===== config.mk =====
export PLATFORM = sky130hd
export DESIGN_NAME = dot_channel_seq_flat
export DESIGN_NICKNAME = d
export VERILOG_FILES = /design/src/rtl/dot_channel_seq_if.sv /design/src/rtl/dot_channel_seq.sv /design/src/flat_wrapper.sv
export SDC_FILE = /design/constraint.sdc
export NUM_CORES = 1
export LEC_CHECK = 0
export CORE_UTILIZATION = 40
export DETAILED_ROUTE_END_ITERATION = 10
export GPL_TIMING_DRIVEN = 0
export PLACE_DENSITY = 0.69
export RECOVER_POWER = 25
export SETUP_SLACK_MARGIN = 0.15
export SKIP_LAST_GASP = 1
export SLEW_MARGIN = 10
export SYNTH_ARGS = -nofsm -noshare
export SYNTH_HDL_FRONTEND = slang
export SYNTH_SLANG_ARGS = --single-unit

===== constraint.sdc =====
create_clock -name clk -period 5.1 [get_ports clk]
set_input_delay 1.02 -clock clk [delete_from_list [all_inputs] [get_ports clk]]
set_output_delay 1.02 -clock clk [all_outputs]
set_load 0.01 [all_outputs]

===== src/rtl/dot_channel_seq_if.sv =====
// Handshake and data bundle between the dot-channel sequencer, the feature
// buffer, the channel itself and the layer output collector.
`ifndef DATA_LEN
`define DATA_LEN 16
`endif

interface dot_channel_seq_if;
  logic                 d_valid;
  logic                 d_ready;
  logic                 ws_load;
  logic                 dc_load;
  logic [3:0]           cs;
  logic [2:0]           phase;
  logic                 ch_valid;
  logic [`DATA_LEN-1:0] ch_q;
  logic                 out_valid;
  logic [`DATA_LEN-1:0] out_q;
  logic [3:0]           out_cs;
  logic [2:0]           out_phase;

  modport master (
    input  d_valid, ch_valid, ch_q,
    output d_ready, ws_load, dc_load, cs, phase,
           out_valid, out_q, out_cs, out_phase
  );

  modport slave (
    output d_valid, ch_valid, ch_q,
    input  d_ready, ws_load, dc_load, cs, phase,
           out_valid, out_q, out_cs, out_phase
  );
endinterface


===== src/rtl/dot_channel_seq.sv =====
// Sweeps cs/phase over the programmed range, feeding one feature vector per
// step into the dot channel and re-emitting each result tagged with its indices.
`ifndef DATA_LEN
`define DATA_LEN 16
`endif

// state  | meaning
// IDLE   | waiting for start
// WAIT_D | loads low, waiting for a feature vector
// RUN    | loads high, waiting for ch_valid or timeout
// GAP    | one cycle with loads low so the channel clears, then advance indices
// FIN    | done pulse, back to IDLE
module dot_channel_seq #(
  parameter int CS_NUM    = 9,
  parameter int PHASE_NUM = 8,
  parameter int TIMEOUT   = 31
) (
  input  logic               clk,
  input  logic               rst,
  input  logic               start,
  output logic               busy,
  output logic               done,
  output logic               err,
  dot_channel_seq_if.master  bus
);

  localparam logic [3:0] CS_LAST = 4'(CS_NUM - 1);
  localparam logic [2:0] PH_LAST = 3'(PHASE_NUM - 1);
  localparam logic [7:0] TO_LIM  = 8'(TIMEOUT);

  typedef enum logic [2:0] {IDLE, WAIT_D, RUN, GAP, FIN} state_t;

  state_t     state;
  logic [7:0] timer;

  always_ff @(posedge clk) begin
    if (rst) begin
      state         <= IDLE;
      timer         <= '0;
      busy          <= 1'b0;
      done          <= 1'b0;
      err           <= 1'b0;
      bus.d_ready   <= 1'b0;
      bus.ws_load   <= 1'b0;
      bus.dc_load   <= 1'b0;
      bus.cs        <= '0;
      bus.phase     <= '0;
      bus.out_valid <= 1'b0;
      bus.out_q     <= '0;
      bus.out_cs    <= '0;
      bus.out_phase <= '0;
    end else begin
      bus.d_ready   <= 1'b0;
      bus.out_valid <= 1'b0;
      done          <= 1'b0;
      case (state)
        IDLE: begin
          if (start) begin
            bus.cs    <= '0;
            bus.phase <= '0;
            err       <= 1'b0;
            busy      <= 1'b1;
            state     <= WAIT_D;
          end
        end
        WAIT_D: begin
          if (bus.d_valid) begin
            bus.d_ready <= 1'b1;
            bus.ws_load <= 1'b1;
            bus.dc_load <= 1'b1;
            timer       <= '0;
            state       <= RUN;
          end
        end
        RUN: begin
          // a result arriving on the timeout cycle still counts
          if (bus.ch_valid) begin
            bus.out_q     <= bus.ch_q;
            bus.out_cs    <= bus.cs;
            bus.out_phase <= bus.phase;
            bus.out_valid <= 1'b1;
            bus.ws_load   <= 1'b0;
            bus.dc_load   <= 1'b0;
            state         <= GAP;
          end else if (timer == TO_LIM) begin
            err         <= 1'b1;
            bus.ws_load <= 1'b0;
            bus.dc_load <= 1'b0;
            done        <= 1'b1;
            state       <= FIN;
          end else begin
            timer <= timer + 8'd1;
          end
        end
        GAP: begin
          if (bus.phase < PH_LAST) begin
            bus.phase <= bus.phase + 3'd1;
            state     <= WAIT_D;
          end else if (bus.cs < CS_LAST) begin
            bus.phase <= '0;
            bus.cs    <= bus.cs + 4'd1;
            state     <= WAIT_D;
          end else begin
            done  <= 1'b1;
            state <= FIN;
          end
        end
        FIN: begin
          busy  <= 1'b0;
          state <= IDLE;
        end
        default: state <= IDLE;
      endcase
    end
  end

endmodule


===== src/flat_wrapper.sv =====
// flat-port wrapper written by rule: the top's interface ports become plain ports
module dot_channel_seq_flat 
#(
  parameter int CS_NUM    = 9,
  parameter int PHASE_NUM = 8,
  parameter int TIMEOUT   = 31
)
  (clk, rst, start, busy, done, err, bus_d_valid, bus_ch_valid, bus_ch_q, bus_d_ready, bus_ws_load, bus_dc_load, bus_cs, bus_phase, bus_out_valid, bus_out_q, bus_out_cs, bus_out_phase);
  dot_channel_seq_if bus_i ();
  input  logic clk;
  input  logic rst;
  input  logic start;
  output logic busy;
  output logic done;
  output logic err;
  input wire logic [$bits(bus_i.d_valid)-1:0] bus_d_valid;
  input wire logic [$bits(bus_i.ch_valid)-1:0] bus_ch_valid;
  input wire logic [$bits(bus_i.ch_q)-1:0] bus_ch_q;
  output wire logic [$bits(bus_i.d_ready)-1:0] bus_d_ready;
  output wire logic [$bits(bus_i.ws_load)-1:0] bus_ws_load;
  output wire logic [$bits(bus_i.dc_load)-1:0] bus_dc_load;
  output wire logic [$bits(bus_i.cs)-1:0] bus_cs;
  output wire logic [$bits(bus_i.phase)-1:0] bus_phase;
  output wire logic [$bits(bus_i.out_valid)-1:0] bus_out_valid;
  output wire logic [$bits(bus_i.out_q)-1:0] bus_out_q;
  output wire logic [$bits(bus_i.out_cs)-1:0] bus_out_cs;
  output wire logic [$bits(bus_i.out_phase)-1:0] bus_out_phase;
  assign bus_i.d_valid = bus_d_valid;
  assign bus_i.ch_valid = bus_ch_valid;
  assign bus_i.ch_q = bus_ch_q;
  assign bus_d_ready = bus_i.d_ready;
  assign bus_ws_load = bus_i.ws_load;
  assign bus_dc_load = bus_i.dc_load;
  assign bus_cs = bus_i.cs;
  assign bus_phase = bus_i.phase;
  assign bus_out_valid = bus_i.out_valid;
  assign bus_out_q = bus_i.out_q;
  assign bus_out_cs = bus_i.out_cs;
  assign bus_out_phase = bus_i.out_phase;
  dot_channel_seq #(.CS_NUM(CS_NUM), .PHASE_NUM(PHASE_NUM), .TIMEOUT(TIMEOUT)) u_core (.clk(clk), .rst(rst), .start(start), .busy(busy), .done(done), .err(err), .bus(bus_i));
endmodule

==> results_dict.tcl, run 1 <==
set metrics [dict create \
    slowest_delay_ps 700 \
    leakagePower_uw 0.000936 \
    skew_ps 7.83 \
    grt_first_pass_wirelength_um 7600 \
    syn-mean-instance-area_um2 8.47 \
    io_buffers 56 \
    clk_path_buf_depth 2 \
    postRouteWirelength_um 4580 \
    numCtsBuffers 5 \
    drtIter0Drc 45 \
    antenna_found_initial 0 \
    fin_crit_sh 0.671 \
    reg2reg_from "u_core.state[0]" \
    hold_class "register to register" \
    maxSlewViolCount 0 \
    place_ws_ps 2220 \
    setup_ws_ps 1680 \
    cts.sinks 47 \
    place.detailed.hpwl_um 3230 \
    hold_viol 0 \
    layout-drive-gt1-share 0.0541 \
    synth_seq_cells 47 \
    fillers 436 \
    cp-end-kind "register" \
    finish.utilization 0.566 \
    clock.fmax_mhz 292 \
    crit_path_end "u_core.timer[7]" \
    h-tree-depth 2 \
    ir_drop_uv 160 \
    finalNetCount 319 \
    grt_pass1_vias 1588 \
    cp.required_ps 5340 \
    gp_congestion 0.728 \
    grt-ovfl-total 0 \
    r2r-end "u_core.timer[7]" \
    setup_viol 0 \
    cts_tree "yes" \
    cts-root-buf "clkbuf_8" \
    synth.distinct_cells 47 \
    powerDensity_nw_per_um2 260 \
    routedWlPerCell_um 12.6 \
    cap_violations 0 \
    r2r_cells 4 \
    finalPower_uw 696 \
    antenna_cells 0 \
    rows 25 \
    drc 0 \
    syn_inst 232 \
    slowest_stage "nor4b_1" \
    die_x_um 72.1 \
    rrSetupSlack_ps 2670 \
    cts_setup_buffers 0 \
    path_cells "dlygate4sd3_1 -> nor4b_1 -> o21ai_0 -> or4_1 -> a21oi_1" \
    synth_edf_count 0 \
    drtPass1Iterations 4 \
    worstSkewPairLatency_ps 310 \
    start_kind "input pin" \
    synth_common_cells "nand2_1 (51), dfxtp_1 (47), a21oi_1 (31), nor2_1 (16), clkbuf_1 (9)" \
    async_reset_ff_frac 0 \
    path_clk_slew_ps 80 \
    synth_ff_type "dfxtp_1" \
    cp.buffers_inverters 1 \
    seq_area_um2 941 \
    viasPerCell 4.90 \
    synth_top_area_frac 0.479 \
    hold_slack_ps 457 \
    critPathArrivalTime_ps 3660 \
    syn_to_final_growth_pct 36.1 \
    period_minus_slack_ps 3420 \
    cp_max_fo 8 \
    route.vias.total 1780 \
    syn_nets 256 \
    multi_input_area_um2 917 \
    start_util 0.416 \
    ant_nets 0 \
    synth_area_leaders "dfxtp_1 (48%), nand2_1 (9.7%), a21oi_1 (7.9%)" \
    gr-usage-all-layers 0.189 \
    design.die.area_um2 5200 \
    cp-startpoint "bus_ch_valid" \
    syn_area_um2 1960 \
    yosysWarnings 0 \
    worstMarginPinSlew_ps 957 \
    cts_hold_buf 0 \
    rsz0062_at_grt "false" \
    yosysMostFrequentCell "nand2_1" \
    grt_max_degree 16 \
    synth_largest_area_cell "dfxtp_1" \
    ctsResizeCount 0 \
    fin_tns_setup_ps 0 \
    io_pins 58 \
    status "complete, no violations" \
    cp_top_family "simple AND/OR/NAND/NOR gates" \
    ys_seq_area_frac 0.479 \
    core_um2 4720 \
    crit_type "input pin to register" \
    crit_cells 5 \
    maxSlewHeadroom 0.353 \
    fp.dieH_um 72.1 \
]
==> worst min path at each step <==
stage,from,end,slack [ps],cells after the start
final,u_core.bus.out_q[9],u_core.bus.out_q[9],460,2
after global routing,u_core.bus.out_phase[0],u_core.bus.out_phase[0],480,2
after CTS,u_core.bus.out_q[9],u_core.bus.out_q[9],460,2
after detailed placement,u_core.bus.out_q[11],u_core.bus.out_q[11],450,2
after global placement,u_core.bus.out_phase[2],u_core.bus.out_phase[2],440,2
after floorplan,u_core.timer[7],u_core.timer[7],450,2
==> worst min-delay path, delay by kind of cell, from the launching register on <==
| family | cells | cell delay [ps] |
|---|---|---|
| DFF | 1 | 310 |
| and+or+nand+nor | 1 | 50 |
| AOI/OAI and AO/OA | 1 | 60 |
==> registers in the layout, summed over array words and instances (netlist names) <==
register	flops
u_core.bus.out_phase	3
u_core.state	3
u_core.done	1
u_core.bus.out_q	16
u_core.busy	1
u_core.bus.phase	3
u_core.bus.out_valid	1
u_core.bus.dc_load	1
u_core.bus.out_cs	4
u_core.err	1
u_core.bus.d_ready	1
u_core.timer	8
u_core.bus.cs	4
==> metrics by stage <==
step / area, um2 / cells
global placement: 2610 / 355
detailed placement: 2610 / 355
global route: 2670 / 363
floorplan: 1960 / 232
finish: 2670 / 363
CTS: 2700 / 363
==> per-layer routing <==
metal | wire length [um] | part of all wire | GRT usage | vias to the layer above
met1 | 2260 | 0.49 | 0.252 | 806
li1 | - | - | - | 927
met3 | 177 | 0.039 | 0.0569 | 7
met2 | 2070 | 0.45 | 0.291 | 40
met4 | 65 | 0.014 | 0.0654 | 0
met5 | 0 | 0 | 0 | -
==> cell families (layout without fill, tap and decap cells) <==
| group | Yosys count | after routing | synth area share |
|---|---|---|---|
| buf+inv | 19 | 83 | 0.0414 |
| fa+ha+maj | 3 | 3 | 0.0191 |
| simple gates | 103 | 103 | 0.262 |
| xor+xnor | 4 | 4 | 0.0178 |
| flops | 47 | 47 | 0.479 |
| mux | 3 | 3 | 0.0153 |
| compound gates | 53 | 53 | 0.165 |
==> final cells by class <==
type	count	share of cell area
Timing Repair Buffer	56	0.210
Sequential cell	47	0.352
Clock buffer	6	0.0272
Multi-Input combinational cell	166	0.343
Inverter	4	0.00562
Clock inverter	2	0.00655
Tap cell	67	0.0314
Buffer	15	0.0243
==> cells in the final DEF (no fill, tap or decap), types with 4 or more instances in the layout <==
master | Yosys | layout
a21oi_1 | 31 | 31
buf_2 | 5 | 4
clkbuf_1 | 9 | 11
clkbuf_8 | 0 | 5
clkdlybuf4s50_1 | 0 | 46
dfxtp_1 | 47 | 47
dlygate4sd3_1 | 0 | 10
inv_1 | 4 | 4
nand2_1 | 51 | 51
nand3_1 | 4 | 4
nor2_1 | 16 | 16
nor2b_1 | 4 | 4
nor3_1 | 5 | 5
nor4b_1 | 3 | 5
o21ai_0 | 3 | 4
==> power breakdown <==
group	total (uW)	internal (uW)	switching [uW]	leakage, uW
registers	380	375	4.80	0.000379
clock network	231	98.6	133	0.0000454
logic	85.3	42.9	42.4	0.000511
total	696	516	180	0.000936
Power figures use the tool's default switching activity.
==> inputs of run 2 (changes only) <==
==> constraint.sdc (replaced) <==
create_clock -name clk -period 3.36 [get_ports clk]
set_input_delay 0.672 -clock clk [delete_from_list [all_inputs] [get_ports clk]]
set_output_delay 0.672 -clock clk [all_outputs]
set_load 0.01 [all_outputs]
==> run 2 against run 1 <==
Compared with the run above:
- wire length up 0.74%
- clock skew about the same
- total power up 52%
- critical path depth unchanged
- design area up 0.42%
- highest routed layer unchanged
==> results_dict.tcl, run 2 (synthesized netlist as in run 1, its figures left out) <==
set metrics [dict create \
    combPwrFrac 0.124 \
    min-delay-start "u_core.bus.out_q[9]" \
    crit_type "input pin to register" \
    drtPass1Iterations 4 \
    regMostFlops "u_core.bus.out_q" \
    p_int_uw 784 \
    maxSlewHeadroom 0.351 \
    mostFrequentLayoutCells "nand2_1 (51), clkdlybuf4s50_1 (48), dfxtp_1 (47)" \
    pwr-share-clk 0.332 \
    cp-end-kind "register" \
    slowest_delay_ps 790 \
    critPathArrivalTime_ps 2530 \
    rsz0062_at_grt "false" \
    skew_ps 7.75 \
    io_buffers 56 \
    swShare 0.259 \
    numCtsBuffers 5 \
    seq_power_share 0.545 \
    io_pins 58 \
    r2r_cells 5 \
    design.die.area_um2 5200 \
    antenna_found_initial 0 \
    rrSetupSlack_ps 1060 \
    grt_first_pass_wirelength_um 7600 \
    gp_congestion 0.728 \
    ir_drop_uv 243 \
    clock.fmax_mhz 426 \
    period_minus_slack_ps 2350 \
    hold_class "register to register" \
    routedWlPerCell_um 12.7 \
    ctsResizeCount 0 \
    postRouteWirelength_um 4610 \
    cp_top_family "simple AND/OR/NAND/NOR gates" \
    largest_register_ffs 16 \
    grt_max_degree 16 \
    r2r-end "u_core.state[1]" \
    viasPerCell 4.89 \
    h-tree-depth 2 \
    setup_viol 0 \
    clk_path_buf_depth 2 \
    fp.dieH_um 72.1 \
    finalNetCount 319 \
    status "complete, no violations" \
    min_path_cells 2 \
    path_cells "dlygate4sd3_1 -> nor4b_1 -> o21ba_2 -> a32oi_1 -> nor2_1" \
    hold_viol 0 \
    worstSkewPairLatency_ps 310 \
    die_x_um 72.1 \
    syn_to_final_growth_pct 36.6 \
    drtIter0Drc 51 \
    cap_violations 0 \
    rows 25 \
    power.switching_uw 274 \
    leakagePower_uw 0.000926 \
    core_um2 4720 \
    grt-ovfl-total 0 \
    routed.top_layer "met4" \
    wl_met3_um 184 \
    cts.sinks 47 \
    cts_hold_buf 0 \
    worstMarginPinSlew_ps 959 \
    cp.buffers_inverters 1 \
    fillers 435 \
    start_kind "input pin" \
    start_util 0.416 \
    path_clk_slew_ps 90 \
    layout.cells.most_common "nand2_1" \
    powerDensity_nw_per_um2 395 \
    place.detailed.hpwl_um 3230 \
    place_ws_ps 826 \
    setup_ws_ps 1010 \
    cts_setup_buffers 0 \
    grt_pass1_vias 1588 \
    fin_crit_sh 0.698 \
    gr-usage-all-layers 0.189 \
    wl_met1_um 2280 \
    cts_tree "yes" \
    drc 0 \
    min_to "u_core.bus.out_q[9]" \
    cts-root-buf "clkbuf_8" \
    fin_tns_setup_ps 0 \
    slowest_stage "nor4b_1" \
    finalPower_uw 1060 \
    wl_met2_um 2090 \
    layout-drive-gt1-share 0.0507 \
    ant_nets 0 \
    maxSlewViolCount 0 \
    cp.required_ps 3550 \
    antenna_cells 0 \
    reg2reg_from "u_core.state[2]" \
    cp_max_fo 6 \
    top_regs "u_core.bus.out_q x16, u_core.timer x8" \
    route.vias.total 1776 \
]
[run 2: cell count changes in the layout (fill, tap and decap cells not counted), sizes merged]
cell	change
clkdlybuf4s50	+2
dlygate4sd3	-2
buf	-2
clkbuf	+2
[run 2: how the worst max path moves through the flow]
| stage | from | end | slack, ps | depth (start not counted) |
|---|---|---|---|---|
| final | start | u_core.bus.phase[1] | 1010 | 5 |
| after global routing | u_core.state[2] | u_core.bus.out_q[13] | 850 | 7 |
| after CTS | bus_ch_valid | u_core.timer[7] | 1140 | 5 |
| after detailed placement | bus_ch_valid | u_core.timer[7] | 830 | 5 |
| after global placement | bus_ch_valid | u_core.timer[7] | 850 | 5 |
| after floorplan | bus_ch_valid | u_core.timer[7] | 1540 | 4 |
[run 2: final cells by class]
class                      count  area (um2)  area share
buffer                        15        62.6      0.0233
clock inverter                 2        17.5     0.00653
multi-input combinational    166         931       0.347
tap                           67        83.8      0.0312
sequential                    47         941       0.351
inverter                       4        15.0     0.00559
clock buffer                   6        72.6      0.0270
timing repair buffer          56         561       0.209
[run 2: layer usage]
layer | track usage | vias to the layer above
li1 | - | 928
met3 | 0.0569 | 6
met4 | 0.0654 | 0
met2 | 0.291 | 40
met5 | 0 | -
met1 | 0.252 | 802
[run 2: tightest hold or removal path, cell delays in order, from the launching register on]
cell and delay, ps:
dfxtp_1 310, nand2_1 50, a21oi_1 60
[run 2: power groups by stage]
stage / logic (uW) / registers [uW] / clock network (uW)
finish: 131 / 577 / 351
global placement: 133 / 590 / 0
floorplan: 69.9 / 594 / 0
detailed placement: 135 / 591 / 0
CTS: 135 / 578 / 361
global route: 144 / 579 / 381
[run 2: per-stage QoR]
stage               instances  hold slack, ps  utilization  cell area, um2
floorplan                 232             446            -            1960
global placement          355             441        0.552            2610
detailed placement        355             446        0.552            2610
global route              363             478        0.568            2680
CTS                       363             459        0.571            2700
finish                    363             457        0.568            2680
==> inputs of run 3 (changes only) <==
--- a/config.mk
+++ b/config.mk
@@ -8,7 +8,7 @@
 export CORE_UTILIZATION = 40
 export DETAILED_ROUTE_END_ITERATION = 10
 export GPL_TIMING_DRIVEN = 0
-export PLACE_DENSITY = 0.69
+export PLACE_DENSITY = 0.72
 export RECOVER_POWER = 25
 export SETUP_SLACK_MARGIN = 0.15
 export SKIP_LAST_GASP = 1
==> constraint.sdc (replaced) <==
create_clock -name clk -period 2.1 [get_ports clk]
set_input_delay 0.42 -clock clk [delete_from_list [all_inputs] [get_ports clk]]
set_output_delay 0.42 -clock clk [all_outputs]
set_load 0.01 [all_outputs]
==> run 3 against run 2 <==
Compared with the run above:
- wire length decreased by 4.5%
- total power increased by 80%
- non-clock buffer count increased by 3
- die area unchanged
- largest power group unchanged
==> results_dict.tcl, run 3 (synthesized netlist as in run 1, its figures left out) <==
set metrics [dict create \
    drc 0 \
    cp-startpoint "u_core.timer[0]" \
    worstMarginPinSlew_ps 552 \
    drtPass1Iterations 5 \
    cap_violations 0 \
    rrSetupSlack_ps 330 \
    hold_viol 0 \
    grt_first_pass_wirelength_um 7650 \
    clk_path_buf_depth 2 \
    mostFrequentLayoutCells "nand2_1 (51), dfxtp_1 (47), clkdlybuf4s50_1 (40)" \
    status "complete, no violations" \
    worstSkewPairLatency_ps 290 \
    largest_register_ffs 16 \
    cts.sinks 47 \
    design.die.area_um2 5200 \
    hold_class "register to register" \
    setup_viol 0 \
    cts_tree "yes" \
    r2r-end "u_core.done" \
    antenna_cells 0 \
    route.vias.total 1794 \
    regMostFlops "u_core.bus.out_q" \
    cp-end-kind "register" \
    die_x_um 72.1 \
    reg2reg_from "u_core.timer[0]" \
    grt-ovfl-total 0 \
    gp_congestion 0.757 \
    rsz0062_at_grt "false" \
    maxSlewViolCount 0 \
    hold_slack_ps 457 \
    r2r_cells 5 \
    layout-drive-gt1-share 0.0736 \
    gr-usage-all-layers 0.187 \
    drtIter0Drc 94 \
    cp_max_fo 7 \
    start_util 0.416 \
    finish.utilization 0.587 \
    layout.cells.most_common "nand2_1" \
    crit_type "register to register" \
    io_buffers 56 \
    period_minus_slack_ps 1770 \
    viasPerCell 4.90 \
    leakagePower_uw 0.00101 \
    critPathArrivalTime_ps 1960 \
    crit_path_end "u_core.done" \
    ant_nets 0 \
    core_um2 4720 \
    fin_tns_setup_ps 0 \
    start_kind "register" \
    skew_ps 3.58 \
    powerDensity_nw_per_um2 689 \
    syn_to_final_growth_pct 41.1 \
    io_pins 58 \
    rows 25 \
    maxSlewHeadroom 0.631 \
    top_regs "u_core.bus.out_q x16, u_core.timer x8" \
    place.detailed.hpwl_um 3180 \
    ir_drop_uv 485 \
    clock.fmax_mhz 564 \
    cts-root-buf "clkbuf_8" \
    fp.dieH_um 72.1 \
    routedWlPerCell_um 12.0 \
    numCtsBuffers 5 \
    finalNetCount 322 \
    cp.required_ps 2280 \
    path_clk_slew_ps 80 \
    grt_max_degree 15 \
    antenna_found_initial 0 \
    h-tree-depth 2 \
    postRouteWirelength_um 4410 \
    grt_pass1_vias 1661 \
    fin_crit_sh 0.844 \
]
run 3: changes by cell type in the layout (fill, tap and decap cells not counted), moves of 2 or more:
cell and change:
buf_2 +2, buf_4 +3, bufinv_16 +2, clkbuf_1 -2, clkdlybuf4s50_1 -8, clkinv_4 -2
dlygate4sd3_1 +7
run 3: worst max-delay path: stages (launching register included):
cell     delay [ps]
dfxtp_1         400
ha_1            210
nand4_1         250
nor3_1          350
mux2i_1         150
nor4b_1         300
run 3: what timing repair did:
item / 4_1_cts / 5_1_grt
buffers inserted: 1 / 2
pin swaps: 1 / 1
hold endpoints to repair: 0 / 0
hold buffers: 0 / 0
resized for setup: 0 / 2
setup endpoints to repair: 1 / 12
gates cloned: 0 / 0
run 3: stage by stage:
step / setup WS [ps] / total power (uW) / instances / instance area, um2
6_report: 327 / 1910 / 366 / 2770
5_1_grt: 147 / 1990 / 366 / 2770
4_1_cts: 155 / 1930 / 364 / 2750
3_5_place_dp: -197 / 1160 / 355 / 2610
3_3_place_gp: -153 / 1160 / 355 / 2610
2_1_floorplan: 483 / 1060 / 232 / 1960
run 3: worst min path at each step:
stage | startpoint | to | cells past startpoint
final | u_core.bus.out_cs[3] | u_core.bus.out_cs[3] | 2
after detailed placement | u_core.bus.out_cs[0] | u_core.bus.out_cs[0] | 2
after global placement | u_core.bus.out_q[2] | u_core.bus.out_q[2] | 2
after global routing | u_core.bus.out_cs[2] | u_core.bus.out_cs[2] | 2
after floorplan | u_core.timer[7] | u_core.timer[7] | 2
after CTS | u_core.bus.out_cs[2] | u_core.bus.out_cs[2] | 2
run 3: cell type report:
class | count | area, um2
sequential | 47 | 941
buffer | 15 | 65.1
timing repair buffer | 59 | 586
inverter | 4 | 15.0
clock buffer | 6 | 72.6
tap | 67 | 83.8
fill | 435 | 1950
clock inverter | 2 | 60.1
multi-input combinational | 166 | 948
run 3: routing by layer:
| metal | global-route usage | share of wire | vias to the layer above |
|---|---|---|---|
| met2 | 0.302 | 0.48 | 45 |
| met5 | 0 | 0 | - |
| li1 | - | - | 929 |
| met4 | 0.0458 | 0.0054 | 0 |
| met1 | 0.251 | 0.47 | 818 |
| met3 | 0.0444 | 0.049 | 2 |
run 3: report_power, final:
part / total (uW) / internal (uW) / switching, uW
clock network: 773 / 476 / 297
registers: 925 / 910 / 14.9
logic: 212 / 110 / 103
